## src/rtl/rpsc_interlock_bank_if.sv

```systemverilog
// rpsc_interlock_bank_if: control inputs and status outputs of the interlock latch bank
interface rpsc_interlock_bank_if #(
  parameter int N_CH = 8
);
  localparam int IW = N_CH > 1 ? $clog2(N_CH) : 1;
  logic            clear_hold;
  logic            la_test;
  logic [N_CH-1:0] in;
  logic [N_CH-1:0] out;
  logic [N_CH-1:0] la;
  logic            any_alarm;
  logic            first_valid;
  logic [IW-1:0]   first_idx;
  logic [7:0]      fault_count;
  modport master (
    output clear_hold, la_test, in,
    input  out, la, any_alarm, first_valid, first_idx, fault_count
  );
  modport slave (
    input  clear_hold, la_test, in,
    output out, la, any_alarm, first_valid, first_idx, fault_count
  );
endinterface

```

## src/rtl/rpsc_interlock_bank.sv

```systemverilog
// rpsc_interlock_bank: N-channel interlock sync/debounce/alarm latch with first-fault capture; RPSC_FAULT_COUNT_EN adds a fault event counter
module rpsc_interlock_bank #(
  parameter int              N_CH       = 8,
  parameter int              DEBOUNCE   = 4,
  parameter logic [N_CH-1:0] OUT_INIT   = '1,
  parameter logic [N_CH-1:0] ALARM_MASK = '1
) (
  input logic clk,
  input logic reset,
  rpsc_interlock_bank_if.slave bus
);
  localparam int IW = N_CH > 1 ? $clog2(N_CH) : 1;
  localparam int CW = DEBOUNCE > 0 ? $clog2(DEBOUNCE + 1) : 1;
  logic [N_CH-1:0] s1, s2, out_q, next_out, la_q, la_n, set_ev, kept;
  logic [CW-1:0]   cnt [N_CH];
  logic [CW-1:0]   cnt_n [N_CH];
  logic            first_valid, fv_n, clr_ok;
  logic [IW-1:0]   first_idx, fi_n, low_idx;
  // debounce: out follows s once they have differed for DEBOUNCE consecutive cycles
  always_comb begin
    next_out = out_q;
    cnt_n = cnt;
    for (int i = 0; i < N_CH; i++)
      if (DEBOUNCE == 0) next_out[i] = s2[i];
      else if (s2[i] == out_q[i]) cnt_n[i] = '0;
      else if (cnt[i] == CW'(DEBOUNCE - 1)) begin
        next_out[i] = s2[i];
        cnt_n[i] = '0;
      end else cnt_n[i] = cnt[i] + 1'b1;
  end
  // alarm latch and first-fault selection; a new set event outranks a clear
  always_comb begin
    set_ev = ALARM_MASK & out_q & ~next_out;
    kept = la_q & ~(next_out & {N_CH{bus.clear_hold}});
    la_n = set_ev | kept;
    clr_ok = bus.clear_hold & ~|kept;
    low_idx = '0;
    for (int i = N_CH - 1; i >= 0; i--) if (set_ev[i]) low_idx = IW'(i);
    fv_n = first_valid;
    fi_n = first_idx;
    if (!first_valid || clr_ok) begin
      if (|set_ev) begin
        fv_n = 1'b1;
        fi_n = low_idx;
      end else if (clr_ok) begin
        fv_n = 1'b0;
        fi_n = '0;
      end
    end
  end
  // synchroniser and bank state registers
  always_ff @(posedge clk or negedge reset)
    if (!reset) begin
      s1 <= OUT_INIT;
      s2 <= OUT_INIT;
      out_q <= OUT_INIT;
      cnt <= '{default: '0};
      la_q <= '0;
      first_valid <= 1'b0;
      first_idx <= '0;
    end else begin
      s1 <= bus.in;
      s2 <= s1;
      out_q <= next_out;
      cnt <= cnt_n;
      la_q <= la_n;
      first_valid <= fv_n;
      first_idx <= fi_n;
    end
`ifdef RPSC_FAULT_COUNT_EN
  logic [7:0] fcnt;
  // saturating one-per-cycle count of latch-set events, cleared along with first_valid
  always_ff @(posedge clk or negedge reset)
    if (!reset) fcnt <= '0;
    else if (clr_ok && !(|set_ev)) fcnt <= '0;
    else if (|set_ev && fcnt != 8'hFF) fcnt <= fcnt + 1'b1;
  assign bus.fault_count = fcnt;
`else
  assign bus.fault_count = 8'h00;
`endif
  assign bus.out = out_q;
  assign bus.la = la_q | {N_CH{bus.la_test}};
  assign bus.any_alarm = |la_q;
  assign bus.first_valid = first_valid;
  assign bus.first_idx = first_idx;
endmodule

```

## src/flat_wrapper.sv

```systemverilog
// flat-port wrapper written by rule: the top's interface ports become plain ports
module rpsc_interlock_bank_flat 
#(
  parameter int              N_CH       = 8,
  parameter int              DEBOUNCE   = 4,
  parameter logic [N_CH-1:0] OUT_INIT   = '1,
  parameter logic [N_CH-1:0] ALARM_MASK = '1
)
  (clk, reset, bus_clear_hold, bus_la_test, bus_in, bus_out, bus_la, bus_any_alarm, bus_first_valid, bus_first_idx, bus_fault_count);
  rpsc_interlock_bank_if #(.N_CH(N_CH)) bus_i ();
  input logic clk;
  input logic reset;
  input wire logic [$bits(bus_i.clear_hold)-1:0] bus_clear_hold;
  input wire logic [$bits(bus_i.la_test)-1:0] bus_la_test;
  input wire logic [$bits(bus_i.in)-1:0] bus_in;
  output wire logic [$bits(bus_i.out)-1:0] bus_out;
  output wire logic [$bits(bus_i.la)-1:0] bus_la;
  output wire logic [$bits(bus_i.any_alarm)-1:0] bus_any_alarm;
  output wire logic [$bits(bus_i.first_valid)-1:0] bus_first_valid;
  output wire logic [$bits(bus_i.first_idx)-1:0] bus_first_idx;
  output wire logic [$bits(bus_i.fault_count)-1:0] bus_fault_count;
  assign bus_i.clear_hold = bus_clear_hold;
  assign bus_i.la_test = bus_la_test;
  assign bus_i.in = bus_in;
  assign bus_out = bus_i.out;
  assign bus_la = bus_i.la;
  assign bus_any_alarm = bus_i.any_alarm;
  assign bus_first_valid = bus_i.first_valid;
  assign bus_first_idx = bus_i.first_idx;
  assign bus_fault_count = bus_i.fault_count;
  rpsc_interlock_bank #(.N_CH(N_CH), .DEBOUNCE(DEBOUNCE), .OUT_INIT(OUT_INIT), .ALARM_MASK(ALARM_MASK)) u_core (.clk(clk), .reset(reset), .bus(bus_i));
endmodule
```

## config.mk

```make
export PLATFORM = sky130hd
export DESIGN_NAME = rpsc_interlock_bank_flat
export DESIGN_NICKNAME = d
export VERILOG_FILES = /design/src/rtl/rpsc_interlock_bank_if.sv /design/src/rtl/rpsc_interlock_bank.sv /design/src/flat_wrapper.sv
export SDC_FILE = /design/constraint.sdc
export NUM_CORES = 1
export LEC_CHECK = 0
export CAP_MARGIN = 5
export CELL_PAD_IN_SITES_DETAIL_PLACEMENT = 0
export CELL_PAD_IN_SITES_GLOBAL_PLACEMENT = 1
export CORE_MARGIN = 5
export CORE_UTILIZATION = 40
export DETAILED_ROUTE_END_ITERATION = 8
export PLACE_DENSITY_LB_ADDON = 0.1
export SYNTH_ARGS = -nofsm -noshare
export SYNTH_HDL_FRONTEND = slang
export SYNTH_SLANG_ARGS = --single-unit
```

## constraint.sdc

```tcl
create_clock -name clk -period 2.74 [get_ports clk]
set_input_delay 0.274 -clock clk [delete_from_list [all_inputs] [get_ports clk]]
set_output_delay 0.274 -clock clk [all_outputs]
set_load 0.02 [all_outputs]
```

==> impl_metrics.tcl <==
set metrics [dict create \
    status "complete, no violations" \
    power_frac_clock_pct 21.4 \
    r2r_start "u_core.cnt[12]" \
    fmax_mhz 467.3 \
    fin_crit_ns 2.140 \
    worst_path_max_delay_cell "or4_1" \
    fp.dieArea_um2 8198 \
    dp_slack_ns 0.6101 \
    grt_use_total_pct 12.88 \
    path_class "reg2reg" \
    ys_seq_elements 60 \
    synth_edf_count 0 \
    mostFrequentLayoutCells "dfrtp_1 (36), clkdlybuf4s50_1 (31), dfstp_2 (24)" \
    drive_above_1_share_pct 22.52 \
    hold_depth 1 \
    arrival_ns 2.35 \
    yosys_warnings 0 \
    fin_area_um2 3182 \
    fp.dieW_um 90.55 \
    cts_resized 0 \
    num_antenna_cells 0 \
    ir_drop_uv 413.5 \
    p_per_area_nw_per_um2 982.7 \
    worstPathRequired_ns 2.95 \
    tightest_slew_ns 0.6320 \
    grt_max_degree 25 \
    setup_ws_ns 0.6002 \
    drt_wl_total_um 4911 \
    post-route-period-util_pct 78.09 \
    startpoint_type "flop" \
    fp.dieH_um 90.55 \
    hpwl_um 3642 \
    synthToLayoutAreaGrowth_pct 22.61 \
    io_pins 41 \
    switchingPower_mw 1.065 \
    comb_power_share_pct 35.8 \
    wire_per_inst_um 14.49 \
    final_nets 277 \
    min_path_type "in2reg" \
    worstReg2RegEnd "u_core.bus.first_idx[1]" \
    tns_ns 0 \
    critical_path.top_delay_family "simple AND/OR/NAND/NOR gates" \
    worstSkewPairLatency_ns 0.33 \
    ant_nets 0 \
    htree_levels 3 \
    multi_input_area_um2 988.4 \
    vias_per_cell 4.870 \
    worstPathMaxFanout 4 \
    drt_iter0_drc 37 \
    mostFrequentLayoutCell "dfrtp_1" \
    first_pass_iters 4 \
    clk_path_buf_depth 2 \
    ff2ff_path_depth 7 \
    synth_area_leaders "dfrtp_1 (35%), dfstp_2 (24%), ha_1 (3.9%)" \
    numCtsBuffers 9 \
    yosysUniqueCellTypes 37 \
    syn_inst 210 \
    synth_xor_area_share_pct 2.700 \
    timing.hold.ws_ns 0.3474 \
    antenna_found_initial 0 \
    relSlewSlack_pct 57.29 \
    synth_adder_area_share_pct 3.857 \
    clk_root_buffer_cell "clkbuf_8" \
    yosysTopAreaCell "dfrtp_1" \
    io_buffers 32 \
    core.rowCount 29 \
    swShare_pct 34.05 \
    synth_compound_area_share_pct 7.184 \
    gr-total-overflow 0 \
    gp_congestion 0.7973 \
    maxSlewViolCount 0 \
    hold_viol_final 0 \
    synth_top_cell_area_share_pct 34.72 \
    seqPwrFrac_pct 42.9 \
    postPlaceCellArea_um2 3003 \
    synth.cell_area_um2 2595 \
    hold_start "bus_in[7]" \
    ff_latch_area_um2 1531 \
    ys_seq_area_share_pct 59.02 \
    rsz0062_at_grt "no" \
    syn_avg_cell_area_um2 12.36 \
    skew_ns 0.004559 \
    fillers 586 \
    grt_pass1_vias 1734 \
    coreArea_um2 6314 \
    start_util_pct 41.10 \
    intPower_mw 2.062 \
    synth_top_family_by_area "simple AND/OR/NAND/NOR gates" \
    cpPeakStageDelay_ns 0.56 \
    muxShareOfSynthArea_pct 2.025 \
    crit_chain "ha_1 > nor4bb_1 > buf_4 > or4_1 > nor2b_1 > nor2_1 > a32o_1" \
    p_leak_nw 1.439 \
    hold-path-endpoint "u_core.s1[7]" \
    synthSimpleGateAreaFrac_pct 21.17 \
    clk_pin_slew_ns 0.06 \
    worstSetupEndpointType "flop" \
    ys.flop_type "dfrtp_1" \
    vias 1651 \
    drc 0 \
    cts_setup_buffers 0 \
    grt_pass1_wl_um 8362 \
    cts_tree "done" \
    path_buf_inv 1 \
    drv_cap 0 \
    cts_num_sinks 60 \
    r2r_setup_slack_ns 0.60 \
    async_flop_share_pct 100.0 \
    finalSetupViolations 0 \
]
[cells by family after synthesis]
group / after synthesis
xor gates and xnor gates: 8
muxes: 5
adders and majority gates: 8
buffers and inverters: 19
and+or+nand+nor: 83
DFF: 60
other: 1
AOI/OAI and AO/OA: 26
[area by class of cell]
cell class | count | area share [%]
clock buffer | 11 | 4.444
clock inverter | 5 | 0.8651
inverter | 11 | 1.298
multi-input combinational | 138 | 31.07
sequential | 60 | 48.13
tap | 77 | 3.028
timing repair buffer | 37 | 11.17
[worst max path at each step]
stage          slack (ns)                       to  depth (start not counted)      startpoint
2_1_floorplan        0.78  u_core.bus.first_idx[2]                          6   u_core.cnt[0]
3_3_place_gp         0.65  u_core.bus.first_idx[2]                          5  bus_clear_hold
3_5_place_dp         0.61  u_core.bus.first_idx[1]                          7  u_core.cnt[12]
4_1_cts              0.60  u_core.bus.first_idx[1]                          7  u_core.cnt[12]
5_1_grt              0.47  u_core.bus.first_idx[1]                          7  u_core.cnt[12]
6_report             0.60  u_core.bus.first_idx[1]                          7  u_core.cnt[12]
[sequential cells by signal, summed over array words and instances, names as in the netlist]
signal,flops
u_core.cnt,24
u_core.bus.out,8
u_core.la_q,8
u_core.s1,8
u_core.s2,8
u_core.bus.first_idx,3
u_core.bus.first_valid,1
[layer usage]
layer	up-vias	share of wire, %	global-route usage [%]
met2	33	44	18.64
met4	0	2.2	7.072
met3	9	4.7	3.000
met1	789	49	17.68
li1	820	-	-
met5	-	0	0
[what timing repair did]
action | in CTS | in global routing
endpoints found under the hold margin | 14 | 0
setup endpoints to repair | 0 | 0
hold buffers | 1 | 0
[Yosys cell counts (8+ instances only)]
library cell,number
dfrtp_1,36
inv_1,11
dfstp_2,24
xnor2_1,8
nor4bb_1,8
nand2b_1,10
ha_1,8
or2_2,8
nor2b_1,8
nor3b_1,11
nand2_1,10
buf_4,8
[power by group through the flow]
stage / clock, mW / sequential, mW / combinational [mW]
floorplan: 0 / 1.40 / 0.647
global placement: 0 / 1.35 / 1.13
detailed placement: 0 / 1.36 / 1.14
CTS: 0.700 / 1.35 / 1.14
global route: 0.729 / 1.38 / 1.25
finish: 0.668 / 1.34 / 1.12
[metrics by stage]
step | utilization (%) | power, mW | instances
final | 50.40 | 3.127 | 339
after global routing | 50.40 | 3.354 | 339
after CTS | 50.40 | 3.184 | 339
after detailed placement | 47.56 | 2.493 | 322
after global placement | 47.56 | 2.483 | 322
after floorplan | - | 2.047 | 217
Power figures use the tool's default switching activity.
==> RTL edit 1 (config.mk and constraints unchanged) <==
Add a define of `RPSC_FAULT_COUNT_EN`.
--- a/src/rtl/rpsc_interlock_bank.sv
+++ b/src/rtl/rpsc_interlock_bank.sv
@@ -1,4 +1,6 @@
 // rpsc_interlock_bank: N-channel interlock sync/debounce/alarm latch with first-fault capture; RPSC_FAULT_COUNT_EN adds a fault event counter
+`define RPSC_FAULT_COUNT_EN
+
 module rpsc_interlock_bank #(
   parameter int              N_CH       = 8,
   parameter int              DEBOUNCE   = 4,
Check against the original RTL: not equivalent (a bounded check fails within 10 cycles, from zero or initial values and one cycle with reset low).
==> RTL edit 1 against the unedited design <==
  * The run now ends with negative hold slack left
  * Power up 24%
  * Hold slack worse by 360 ps
  * Area after synthesis up 16%
  * Combinational power up 16%
  * Worst setup slack worse by 120 ps
  * Clock power up 65%
  * Cell area up 20%
  * Cell count up 17%
  * Global-route usage up 0.38 points
  * Wire length up 17%
  * Sequential cell count up 8
  * Die area up 14%
  * Utilization up 2.1 points
==> RTL edit 1: results (changes against the unedited design) <==
critPathLaunch: "u_core.cnt[15]"  # was u_core.cnt[12]
cp_slowest_cell: "a21boi_1"  # was or4_1
final_cells: 395  # was 339
port_buffers: 40  # was 32
grtUsageTotal_pct: 13.3  # was 12.9%
tightest_slew_ps: 739  # was 632 ps
drive_gt1_share_pct: 25.3  # was 22.5%
vdd_drop_max_mv: 0.587  # was 0.413 mV
wirelength_um: 5750  # was 4910 um
clk_path_buf_depth: 2  # unchanged
r2r_setup_slack_ps: 480  # was 600 ps
outcome: "finished with violations"  # was complete, no violations
synth_cell_types: 45  # was 37
hold_path_class: "primary input to async pin"  # was primary input to flip-flop
synthTopCellsByArea: "dfrtp_1 (37%), dfstp_2 (21%), xnor2_1 (4.1%)"  # was dfrtp_1 (35%), dfstp_2 (24%), ha_1 (3.9%)
dp_hpwl_um: 4280  # was 3640 um
ys_seq_area_share_pct: 57.5  # was 59.0%
ys_warn_count: 0  # unchanged
firstDrtPassIters: 6  # was 4
r2r_end: "u_core.bus.first_idx[1]"  # unchanged
critPathMaxFanout: 5  # was 4
synthCells: 239  # was 210
cts_resized: 0  # unchanged
crit_family: "compound AO/OA/AOI/OAI gates"  # was simple AND/OR/NAND/NOR gates
place_congestion: 0.771  # was 0.797
pre_cts_ws_ps: 289  # was 610 ps
root_buffer: "clkbuf_8"  # unchanged
cp.arrival_ps: 2490  # was 2350 ps
violations: "negative hold slack"
p_leak_nw: 1.63  # was 1.44 nW
fillers: 666  # was 586
nNetsFinal: 312  # was 277
first_iter_violations: 49  # was 37
dpl.cell_count: 379  # was 322
cts_setup_buffers: 0  # unchanged
num_vias: 1952  # was 1651
ant_nets: 0  # unchanged
antenna_found_initial: 0  # unchanged
skew_ps: 6.92  # was 4.56 ps
synthTopCellsByCount: "dfrtp_1 (44), dfstp_2 (24), nand2_1 (16)"  # was dfrtp_1 (36), dfstp_2 (24), inv_1 (11), nor3b_1 (11)
hold_viol: 9  # was 0
grt_max_degree: 37  # was 25
largest_register_ffs: 24  # unchanged
grt_first_pass_wirelength_um: 10100  # was 8360 um
worstRegToRegCells: 6  # was 7
insertion_delay_ps: 340
grt_pass1_vias: 2066  # was 1734
fin_crit_sh_pct: 82.6  # was 78.1%
p_sw_mw: 1.25  # was 1.06 mW
fin_hold_ws_ps: -10.5  # was 347 ps
worst_path_largest_cell_delay_ps: 450  # was 560 ps
htreeDepth: 3  # unchanged
-- RTL edit 1: changes by cell type after synthesis, moves of 8 or more --
cell,delta
buf_4,-8
dfrtp_1,+8
nand2b_1,-10
nor4bb_1,-8
-- RTL edit 1: final cells by class --
cell class	count	area [um^2]	share of cell area [%]
clock inverters	6	135	3.53
flip-flops and latches	68	1730	45.2
clock buffers	10	138	3.59
repair buffers	43	430	11.2
multi-input cells	162	1240	32.5
inverters	7	26.3	0.686
well taps	99	124	3.23
-- RTL edit 1: metrics by stage --
stage / power [mW] / cell area [um^2]
final: 3.89 / 3830
after global routing: 4.14 / 3830
after CTS: 3.95 / 3830
after detailed placement: 2.83 / 3560
after global placement: 2.82 / 3560
after floorplan: 2.31 / 3010
-- RTL edit 1: kinds of logic (layout without fill, tap and decap cells) --
family	after synthesis	in the layout	share of synthesized area [%]
AOI/OAI and AO/OA	27	27	6.94
xor gates and xnor gates	14	14	4.07
muxes	9	9	3.32
adders and majority gates	9	9	3.74
and+or+nand+nor	103	103	23.3
buffers and inverters	9	66	1.16
DFF	68	68	57.5
-- RTL edit 1: metal layers --
metal	wire length [um]	GRT usage (%)	part of all wire (%)	up-vias
met2	2610	20.2	45	37
met1	2780	17.2	48	939
li1	-	-	-	969
met3	268	5.04	4.7	7
met4	89	4.86	1.5	0
met5	0	0	0	-
-- RTL edit 1: worst min-delay path by stage --
| stage | to | slack (ps) | cells past startpoint |
|---|---|---|---|
| 6_report | u_core.cnt[4] | -10 | 1 |
| 5_1_grt | u_core.cnt[4] | 50 | 1 |
| 4_1_cts | u_core.cnt[12] | 9 | 1 |
| 3_5_place_dp | u_core.s2[6] | 350 | 0 |
| 3_3_place_gp | u_core.s2[4] | 350 | 0 |
| 2_1_floorplan | u_core.bus.fault_count[0] | -20 | 0 |
-- RTL edit 1: power groups by stage --
stage | Combinational (mW) | Clock [mW] | Sequential (mW)
4_1_cts | 1.32 | 1.13 | 1.50
5_1_grt | 1.44 | 1.17 | 1.53
3_5_place_dp | 1.32 | 0 | 1.52
2_1_floorplan | 0.739 | 0 | 1.57
3_3_place_gp | 1.30 | 0 | 1.51
6_report | 1.30 | 1.10 | 1.49
==> RTL edit 2 (same flow settings) <==
Without the edit above. `la_q` no longer has a reset.
--- a/src/rtl/rpsc_interlock_bank.sv
+++ b/src/rtl/rpsc_interlock_bank.sv
@@ -55,7 +55,6 @@
       s2 <= OUT_INIT;
       out_q <= OUT_INIT;
       cnt <= '{default: '0};
-      la_q <= '0;
       first_valid <= 1'b0;
       first_idx <= '0;
     end else begin
@@ -63,10 +62,13 @@
       s2 <= s1;
       out_q <= next_out;
       cnt <= cnt_n;
-      la_q <= la_n;
       first_valid <= fv_n;
       first_idx <= fi_n;
     end
+
+  always_ff @(posedge clk) begin
+    la_q <= la_n;
+  end
 `ifdef RPSC_FAULT_COUNT_EN
   logic [7:0] fcnt;
   // saturating one-per-cycle count of latch-set events, cleared along with first_valid
Behaviour: differs if reset is asserted again (counterexample within 10 cycles, from zero or initial values and one cycle with reset low); with reset held inactive, the same outputs for 10 cycles.
==> RTL edit 2 against the unedited design <==
  * Hold slack better by 3.7 ps
  * Worst setup slack better by 4.8 ps
  * Count of clock-buffer cells in the layout is 2 higher
  * Die area is 1.4% lower
  * Cell area is 1.3% lower
  * Power is 0.23% higher
  * First-iteration DRC count is 30% higher
  * Wire length is 0.88% lower
  * Area after synthesis is 1.5% lower
  * Non-clock buffer count is 1 lower
  * Sequential cell count stayed put
==> RTL edit 2: results (changes against the unedited design) <==
outcome: "complete, no violations"  # unchanged
dp_hpwl_um: 3560  # was 3640 um
holdBufCountCts: 1  # unchanged
critPathMaxFanout: 4  # unchanged
vdd_drop_max_mv: 0.452  # was 0.413 mV
synth_cell_types: 38  # was 37
first_iter_violations: 48  # was 37
insertion_delay_ps: 320
dpl.cell_count: 321  # was 322
drive_gt1_share_pct: 21.5  # was 22.5%
cts_resized: 0  # unchanged
port_buffers: 32  # unchanged
grt_first_pass_wirelength_um: 7960  # was 8360 um
largest_register_ffs: 24  # unchanged
clk_pin_slew_ps: 70
final_cells: 338  # was 339
cp.arrival_ps: 2340
p_leak_nw: 1.39  # was 1.44 nW
max_flop_register: "u_core.cnt"  # unchanged
skew_ps: 8.16  # was 4.56 ps
vias_per_cell: 4.83  # was 4.87
hold_path_class: "flip-flop to flip-flop"  # was primary input to flip-flop
routedWlPerCell_um: 14.4  # was 14.5 um
synthTopCellsByArea: "dfrtp_1 (27%), dfstp_2 (25%), dfxtp_1 (6.3%)"  # was dfrtp_1 (35%), dfstp_2 (24%), ha_1 (3.9%)
htreeDepth: 3  # unchanged
ys_seq_area_share_pct: 58.4  # was 59.0%
nNetsFinal: 276  # was 277
slew-limit-headroom_pct: 55.5  # was 57.3%
grtUsageTotal_pct: 12.4  # was 12.9%
async_reset_ff_share_pct: 86.7  # was 100%
n_antenna_cell: 0  # unchanged
clk_path_buf_depth: 2  # unchanged
place_congestion: 0.779  # was 0.797
antenna_found_initial: 0  # unchanged
grt_max_degree: 28  # was 25
p_sw_mw: 1.06  # about the same
root_buffer: "clkbuf_8"  # unchanged
numCtsBuffers: 9  # unchanged
yosysTopAreaCellShare_pct: 27.4  # was 34.7%
ys_warn_count: 0  # unchanged
synthTopCellsByCount: "dfrtp_1 (28), dfstp_2 (24), inv_1 (11), nor3b_1 (11)"  # was dfrtp_1 (36), dfstp_2 (24), inv_1 (11), nor3b_1 (11)
cts_setup_buffers: 0  # unchanged
firstDrtPassIters: 4  # unchanged
synthCells: 210  # unchanged
grt_pass1_vias: 1593  # was 1734
[RTL edit 2: worst max-delay path, stage by stage, from the launching register on]
cell      delay (ps)
dfrtp_1          380
ha_1             220
nor4bb_1         140
buf_4            150
or4_1            560
nor2b_1          210
nor2_1            80
a32o_1           280
[RTL edit 2: final timing paths]
path | startpoint | to | slack (ps) | cells past startpoint
max | u_core.cnt[12] | u_core.bus.first_idx[1] | 610 | 7
min | u_core.s1[1] | u_core.s2[1] | 350 | 0
max reg2reg | u_core.cnt[12] | u_core.bus.first_idx[1] | 610 | 7
min reg2reg | u_core.s1[1] | u_core.s2[1] | 350 | 0
max in group asynchronous | reset | u_core.bus.out[2] | 1600 | 3
min in group asynchronous | reset | u_core.cnt[14] | 500 | 2
[RTL edit 2: final cells by class]
cell class,instances,area (um^2)
fillers,573,3140
flip-flops and latches,60,1490
repair buffers,36,360
multi-input cells,138,988
inverters,11,41.3
clock buffers,13,149
well taps,77,96.3
clock inverters,3,15.0
[RTL edit 2: through the flow]
step	setup slack, ps	area [um^2]
6_report	605	3140
5_1_grt	510	3140
4_1_cts	610	3140
3_5_place_dp	640	2970
3_3_place_gp	646	2970
2_1_floorplan	782	2580
[RTL edit 2: metal layers]
layer / wire length (um) / GRT usage (%)
met4: 93 / 7.07
met1: 2500 / 17.3
met5: 0 / 0
met2: 2040 / 17.1
met3: 233 / 3.67
[RTL edit 2: cells by family after synthesis]
kind of cell / count (synthesis) / synth area share (%)
AO/OA/AOI/OAI: 26 / 7.30
AND/OR/NAND/NOR: 83 / 21.5
adder cells (fa/ha/maj): 8 / 3.92
other: 1 / 0.147
buffers and inverters: 19 / 3.97
multiplexers: 5 / 2.06
XOR/XNOR: 8 / 2.74
flip-flops: 60 / 58.4
[RTL edit 2: power by group through the flow]
| stage | Combinational (mW) | Sequential, mW | Clock [mW] |
|---|---|---|---|
| floorplan | 0.646 | 1.41 | 0 |
| global placement | 1.13 | 1.36 | 0 |
| detailed placement | 1.13 | 1.36 | 0 |
| CTS | 1.14 | 1.35 | 0.692 |
| global route | 1.24 | 1.38 | 0.731 |
| finish | 1.12 | 1.35 | 0.664 |
